===== src/rtl/trigger_scaler_pkg.sv =====
// Shared constants for the trigger scaler receive path: channel map and default sizing.
package trigger_scaler_pkg;

  localparam int unsigned NUM_TDA_CH        = 4;
  localparam int unsigned NUM_RSVD_CH       = 4;
  localparam int unsigned NUM_CH            = NUM_TDA_CH + NUM_RSVD_CH;

  localparam int unsigned TDA_BASE          = 0;
  localparam int unsigned RSVD_BASE         = TDA_BASE + NUM_TDA_CH;

  localparam int unsigned CNT_WIDTH_DEFAULT = 16;
  localparam int unsigned PERIOD_DEFAULT    = 1000000;

endpackage


===== src/rtl/trigger_scaler_chan_cnt.sv =====
// One scaler channel: saturating pulse counter plus the holding register it
// is snapshotted into at each gate terminal event.
module trigger_scaler_chan_cnt #(
  parameter int unsigned CNT_WIDTH = 16
) (
  input  logic                 clk_i,
  input  logic                 rst_n_i,
  input  logic                 inc_i,
  input  logic                 tc_i,
  output logic [CNT_WIDTH-1:0] hold_o
);

  localparam logic [CNT_WIDTH-1:0] CNT_MAX = '1;

  logic [CNT_WIDTH-1:0] cnt_q, cnt_d;
  logic [CNT_WIDTH-1:0] hold_q, hold_d;
  logic [CNT_WIDTH-1:0] cnt_sat_c;

  // A pulse on the terminal cycle belongs to the closing period.
  always_comb begin
    cnt_sat_c = cnt_q;
    if (inc_i && (cnt_q != CNT_MAX)) begin
      cnt_sat_c = cnt_q + CNT_WIDTH'(1);
    end
    cnt_d  = tc_i ? '0 : cnt_sat_c;
    hold_d = tc_i ? cnt_sat_c : hold_q;
  end

  always_ff @(posedge clk_i or negedge rst_n_i) begin
    if (!rst_n_i) begin
      cnt_q  <= '0;
      hold_q <= '0;
    end else begin
      cnt_q  <= cnt_d;
      hold_q <= hold_d;
    end
  end

  assign hold_o = hold_q;

endmodule


===== src/rtl/trigger_scaler_counter.sv =====
// Trigger scaler counter: per-channel pulse counts over a gate period, latched into
// holding registers and read through a req/ack port. Build macro: TRIG_SCALER_PPS_GATE_EN.
module trigger_scaler_counter
  import trigger_scaler_pkg::*;
#(
  parameter int unsigned NCH        = NUM_CH,
  parameter int unsigned CNT_WIDTH  = CNT_WIDTH_DEFAULT,
  parameter int unsigned PERIOD     = PERIOD_DEFAULT,
  parameter int unsigned ADDR_WIDTH = $clog2(NCH)
) (
  input  logic                  clk_i,
  input  logic                  rst_n_i,
  input  logic                  ce_i,
  input  logic [NCH-1:0]        scal_i,
  input  logic                  pps_i,
  input  logic                  rd_req_i,
  input  logic [ADDR_WIDTH-1:0] rd_addr_i,
  output logic                  rd_ack_o,
  output logic [CNT_WIDTH-1:0]  rd_data_o,
  output logic                  update_o
);

  logic tc_c;

`ifdef TRIG_SCALER_PPS_GATE_EN
  // External gate: rising edge of the registered pps input closes the period.
  logic pps_q, pps_qq;

  always_ff @(posedge clk_i or negedge rst_n_i) begin
    if (!rst_n_i) begin
      pps_q  <= 1'b0;
      pps_qq <= 1'b0;
    end else begin
      pps_q  <= pps_i;
      pps_qq <= pps_q;
    end
  end

  assign tc_c = pps_q & ~pps_qq;
`else
  localparam int unsigned PW = (PERIOD > 1) ? $clog2(PERIOD) : 1;

  logic [PW-1:0] per_q, per_d;
  logic          pps_unused;

  assign pps_unused = pps_i;
  assign tc_c       = ce_i && (per_q == PW'(PERIOD - 1));

  always_comb begin
    per_d = per_q;
    if (tc_c) begin
      per_d = '0;
    end else if (ce_i) begin
      per_d = per_q + PW'(1);
    end
  end

  always_ff @(posedge clk_i or negedge rst_n_i) begin
    if (!rst_n_i) begin
      per_q <= '0;
    end else begin
      per_q <= per_d;
    end
  end
`endif

  logic [CNT_WIDTH-1:0] hold [NCH];

  for (genvar i = 0; i < NCH; i++) begin : g_ch
    trigger_scaler_chan_cnt #(
      .CNT_WIDTH (CNT_WIDTH)
    ) u_chan_cnt (
      .clk_i   (clk_i),
      .rst_n_i (rst_n_i),
      .inc_i   (ce_i & scal_i[i]),
      .tc_i    (tc_c),
      .hold_o  (hold[i])
    );
  end

  logic                 rd_ack_q, rd_ack_d;
  logic [CNT_WIDTH-1:0] rd_data_q, rd_data_d;
  logic                 update_q, update_d;

  // Reads sample hold before this edge's snapshot, so a read on tc sees the old value.
  always_comb begin
    rd_ack_d  = rd_req_i;
    rd_data_d = rd_data_q;
    if (rd_req_i) begin
      rd_data_d = hold[rd_addr_i];
    end
    update_d  = tc_c;
  end

  always_ff @(posedge clk_i or negedge rst_n_i) begin
    if (!rst_n_i) begin
      rd_ack_q  <= 1'b0;
      rd_data_q <= '0;
      update_q  <= 1'b0;
    end else begin
      rd_ack_q  <= rd_ack_d;
      rd_data_q <= rd_data_d;
      update_q  <= update_d;
    end
  end

  assign rd_ack_o  = rd_ack_q;
  assign rd_data_o = rd_data_q;
  assign update_o  = update_q;

endmodule


===== config.mk =====
export PLATFORM = sky130hd
export DESIGN_NAME = trigger_scaler_counter
export DESIGN_NICKNAME = d
export VERILOG_FILES = /design/src/rtl/trigger_scaler_pkg.sv /design/src/rtl/trigger_scaler_chan_cnt.sv /design/src/rtl/trigger_scaler_counter.sv
export SDC_FILE = /design/constraint.sdc
export NUM_CORES = 1
export LEC_CHECK = 0
export BUFFER_PORTS_ARGS = -buffer_cell sky130_fd_sc_hd__buf_2
export CELL_PAD_IN_SITES_DETAIL_PLACEMENT = 0
export CELL_PAD_IN_SITES_GLOBAL_PLACEMENT = 2
export CORE_UTILIZATION = 45
export CTS_CLUSTER_DIAMETER = 100
export CTS_CLUSTER_SIZE = 25
export DETAILED_ROUTE_END_ITERATION = 16
export GPL_TIMING_DRIVEN = 0
export PLACE_DENSITY_LB_ADDON = 0.05
export SYNTH_ARGS = -nofsm -noshare
export SYNTH_HDL_FRONTEND = slang
export SYNTH_HIERARCHICAL = 1
export SYNTH_SLANG_ARGS = --single-unit
export TNS_END_PERCENT = 10

===== constraint.sdc =====
create_clock -name clk_i -period 4.15 [get_ports clk_i]
set_clock_uncertainty 0.15 [all_clocks]
set_input_delay 0.83 -clock clk_i [delete_from_list [all_inputs] [get_ports clk_i]]
set_output_delay 0.83 -clock clk_i [all_outputs]
set_load 0.005 [all_outputs]

==> impl_summary.txt <==
----------------------------------------------------
[Logic synthesis]
  Post-Synthesis Cell Area ... 15300 µm²
  Number of library cell types mapped by synthesis ... 55
  Library cell with the largest summed area after synthesis ... sky130_fd_sc_hd__dfrtp_1
  Avg Inst Size Synth ... 10.4 µm²
  Number of synthesized flops with an enable pin ... 0
  Async S/R FF share, synth ... 100%
  Share of the synthesized area in the top cell type ... 48.2%
  Synth top area cells ... sky130_fd_sc_hd__dfrtp_1 (48%), sky130_fd_sc_hd__mux4_2 (4.7%), sky130_fd_sc_hd__nor2_1 (4.1%)
  Count of mapped cells out of synthesis ... 1465
  Number of nets produced by synthesis ... 1490
  Warnings, synthesis ... 6
  Number of flip-flops and latches in the synthesized netlist ... 294
  Register area share after synthesis ... 48.2%
  Predominant post-synthesis flop cell ... sky130_fd_sc_hd__dfrtp_1

[Clock network]
  CTS HTree Levels ... 1
  TritonCTS clock tree ... yes
  Clock sink count ... 294
  TritonCTS buffer count ... 15
  Clock transition time at the flip-flop clock pins of the worst setup and hold paths ... 0.10 ns
  Post-CTS Setup Repair Bufs ... 0
  Clock root buffer master ... sky130_fd_sc_hd__clkbuf_16
  Buffer levels on the longest clock path ... 3
  Clk Latency, worst-skew pair ... 0.52 ns

[Floorplanning]
  Horiz. Die Dim ... 186 µm
  Count of boundary I/O pins ... 34
  Starting density of the core ... 45.6%
  Number of core rows ... 67
  Die Height ... 186 µm
  Area of the die ... 34600 µm²
  Core Box Area ... 33400 µm²

[Setup path]
  CP Data Required Time ... 4.36 ns
  Worst Path Max Fanout ... 58
  Cell with the largest stage delay on the worst path ... sky130_fd_sc_hd__clkbuf_4
  Critical Path Most Common Cell ... sky130_fd_sc_hd__clkbuf_1
  Crit Path Class ... flip-flop to flip-flop
  Total buffers and inverters traversed by the critical path ... 3
  Crit path launch type ... flip-flop
  Kind of end point of the critical path ... flip-flop
  Critical Path, Cell by Cell ... ha_1 > nand4_2 > or2_1 > nor2_1 > clkbuf_4 > clkbuf_1 > clkbuf_1 > a21oi_1
  Data arrival, critical path ... 3.63 ns
  Largest stage delay on the critical path ... 0.70 ns
  Kind of cell adding the most delay to the critical path ... buffers and inverters

[Global route]
  Initial antenna violation count ... 3
  Vias in the first global route ... 11220
  Global-route usage over all layers ... 25.5%
  Wire length of the first global-routing pass ... 67200 µm
  Overflow left after global routing ... 0
  Maximum number of pins on one net before global-route repair ... 95

[Pwr]
  Static Leakage ... 0.00672 µW
  Post-layout total power ... 5800 µW
  Total power per unit cell area ... 352 nW/µm²
  Worst vdd ir ... 0.322 mV

[Route]
  Routed wire length per instance ... 21.9 µm
  Detail Route met2 WL ... 19000 µm
  Uppermost layer routed ... met5
  Met3 routed WL ... 1790 µm
  Violation count after the first detailed-routing iteration ... 895
  Post-detailed-route count of antenna-violating nets ... 0
  Via density ... 6.08
  First-pass DRT Iterations ... 5
  Met1 Wirelength ... 21200 µm
  Total Routed Length ... 43000 µm
  Vias ... 11957
  Drc violations ... 0

[Timing]
  Final hold violation count ... 0
  Timing-limited maximum frequency ... 292 MHz
  Final setup vio count ... 0
  Worst hold slack ... 0.0989 ns
  Ratio of final minimum period to clock period ... 82.5%
  Transition time at the pin with the least slew margin ... 0.985 ns
  Remaining max-slew budget at the tightest pin ... 34.3%
  Min cycle time layout ... 3.42 ns
  RSZ-0062 raised after global routing ... false
  Number of pins with negative max-slew slack in the final report ... 0

[Min path]
  Type of the worst min-delay path ... input port to asynchronous set/reset pin

[Run]
  # Max-Cap Violations ... 0

[Placed design]
  GPL Wtd Cong ... 0.808
  Placed Cells ... 1946
  Count of input and output buffers ... 30
  HPWL after detailed placement ... 31100 µm

[Layout]
  Synthesis-to-finish area growth ... 7.89%
  Core Util, Final ... 49.2%
  Final standard cell count with taps included and fillers excluded ... 1965
  Share of final-layout standard cells stronger than drive strength 1 ... 13.2%
  Final layout net count ... 1540

[Run status]
  Status ... finished clean

----------------------------------------------------
worst reg2reg max path, cell delays in order (launching register included):
cell and delay (ns):
sky130_fd_sc_hd__dfrtp_1 0.40, sky130_fd_sc_hd__ha_1 0.20, sky130_fd_sc_hd__nand4_2 0.21, sky130_fd_sc_hd__or2_1 0.32, sky130_fd_sc_hd__nor2_1 0.14, sky130_fd_sc_hd__clkbuf_4 0.70
sky130_fd_sc_hd__clkbuf_1 0.57, sky130_fd_sc_hd__clkbuf_1 0.51, sky130_fd_sc_hd__a21oi_1 0.10
routing by layer:
metal / GRT usage, % / vias up
met5: 0 / -
met3: 3.68 / 42
met1: 38.8 / 6034
met4: 5.97 / 2
met2: 38.3 / 196
li1: - / 5683
final timing paths:
check	start	slack, ns	to	depth (start not counted)
setup / recovery	per_q[0]	0.73	g_ch[2].u_chan_cnt/cnt_q[11]	8
hold / removal	rst_n_i	0.1	per_q[9]	1
setup reg to reg	per_q[0]	0.73	g_ch[2].u_chan_cnt/cnt_q[11]	8
hold reg to reg	g_ch[7].u_chan_cnt/hold_o[12]	0.35	g_ch[7].u_chan_cnt/hold_o[12]	2
max in group asynchronous	rst_n_i	2.52	rd_data_o[0]	3
min in group clk_i	g_ch[7].u_chan_cnt/hold_o[12]	0.35	g_ch[7].u_chan_cnt/hold_o[12]	2
synth_stat cells, drive strengths merged (26+ instances only):
master	count
clkbuf	37
and4	35
nand3	45
or3	49
buf	35
dfrtp	294
nor3	41
nand4	64
nor4	26
a31oi	72
nand2	86
inv	26
a21oi	116
o31ai	34
mux4	32
o21ai	66
nor2	168
through the flow:
| step | setup TNS [ns] | worst slack [ns] | cell area (µm²) |
|---|---|---|---|
| after floorplan | 0 | 1.19 | 15300 |
| after global placement | -1086.92 | -3.72 | 16000 |
| after detailed placement | -1.05 | -0.148 | 16100 |
| after CTS | 0 | 0.251 | 16500 |
| after global routing | 0 | 0.461 | 16500 |
| final | 0 | 0.728 | 16500 |
cells in the final DEF (no fill, tap or decap), types with 19 or more instances in the layout:
| master | Yosys | layout |
|---|---|---|
| sky130_fd_sc_hd__a21oi_1 | 116 | 116 |
| sky130_fd_sc_hd__a31oi_1 | 72 | 72 |
| sky130_fd_sc_hd__and4_1 | 19 | 19 |
| sky130_fd_sc_hd__buf_2 | 14 | 42 |
| sky130_fd_sc_hd__clkbuf_1 | 37 | 38 |
| sky130_fd_sc_hd__dfrtp_1 | 294 | 294 |
| sky130_fd_sc_hd__inv_1 | 26 | 26 |
| sky130_fd_sc_hd__mux2i_1 | 24 | 24 |
| sky130_fd_sc_hd__mux4_2 | 32 | 32 |
| sky130_fd_sc_hd__nand2_1 | 85 | 85 |
| sky130_fd_sc_hd__nand3_1 | 37 | 37 |
| sky130_fd_sc_hd__nand4_1 | 55 | 55 |
| sky130_fd_sc_hd__nor2_1 | 168 | 168 |
| sky130_fd_sc_hd__nor3_1 | 40 | 40 |
| sky130_fd_sc_hd__o21ai_0 | 66 | 66 |
| sky130_fd_sc_hd__o31ai_1 | 34 | 34 |
| sky130_fd_sc_hd__or3_1 | 49 | 49 |
| sky130_fd_sc_hd__xnor2_1 | 23 | 23 |
power breakdown:
group	switching [µW]	internal [µW]
clock network	953	667
logic	566	360
registers	197	3060
total	1720	4080
kinds of logic after synthesis:
kind of cell / Yosys count / synth area share [%]
compound gates: 371 / 15.5
xor+xnor: 29 / 1.67
fa+ha+maj: 9 / 0.738
buf+inv: 106 / 3.63
flops: 294 / 48.2
mux: 56 / 6.30
simple gates: 600 / 23.9
what timing repair did:
| action | CTS | global route |
|---|---|---|
| hold buffers | 0 | 0 |
| gates resized for setup | 0 | 1 |
| endpoints found under the setup margin | 0 | 2 |
final cells by class:
| type | instances | area [µm²] |
|---|---|---|
| fill | 3100 | 17000 |
| sequential | 294 | 7360 |
| multi-input combinational | 1065 | 7340 |
| tap | 448 | 561 |
| buffer | 72 | 429 |
| clock buffer | 16 | 379 |
| timing repair buffer | 33 | 243 |
| inverter | 34 | 128 |
| clock inverter | 2 | 16.3 |
| antenna | 1 | 2.50 |
sequential cells by signal, indices dropped and copies added, names as in the netlist:
signal	flops
update_o	1
g_ch.u_chan_cnt/hold_o	128
rd_data_o	16
rd_ack_o	1
g_ch.u_chan_cnt/cnt_q	128
per_q	20
(Power assumes the default switching activity.)
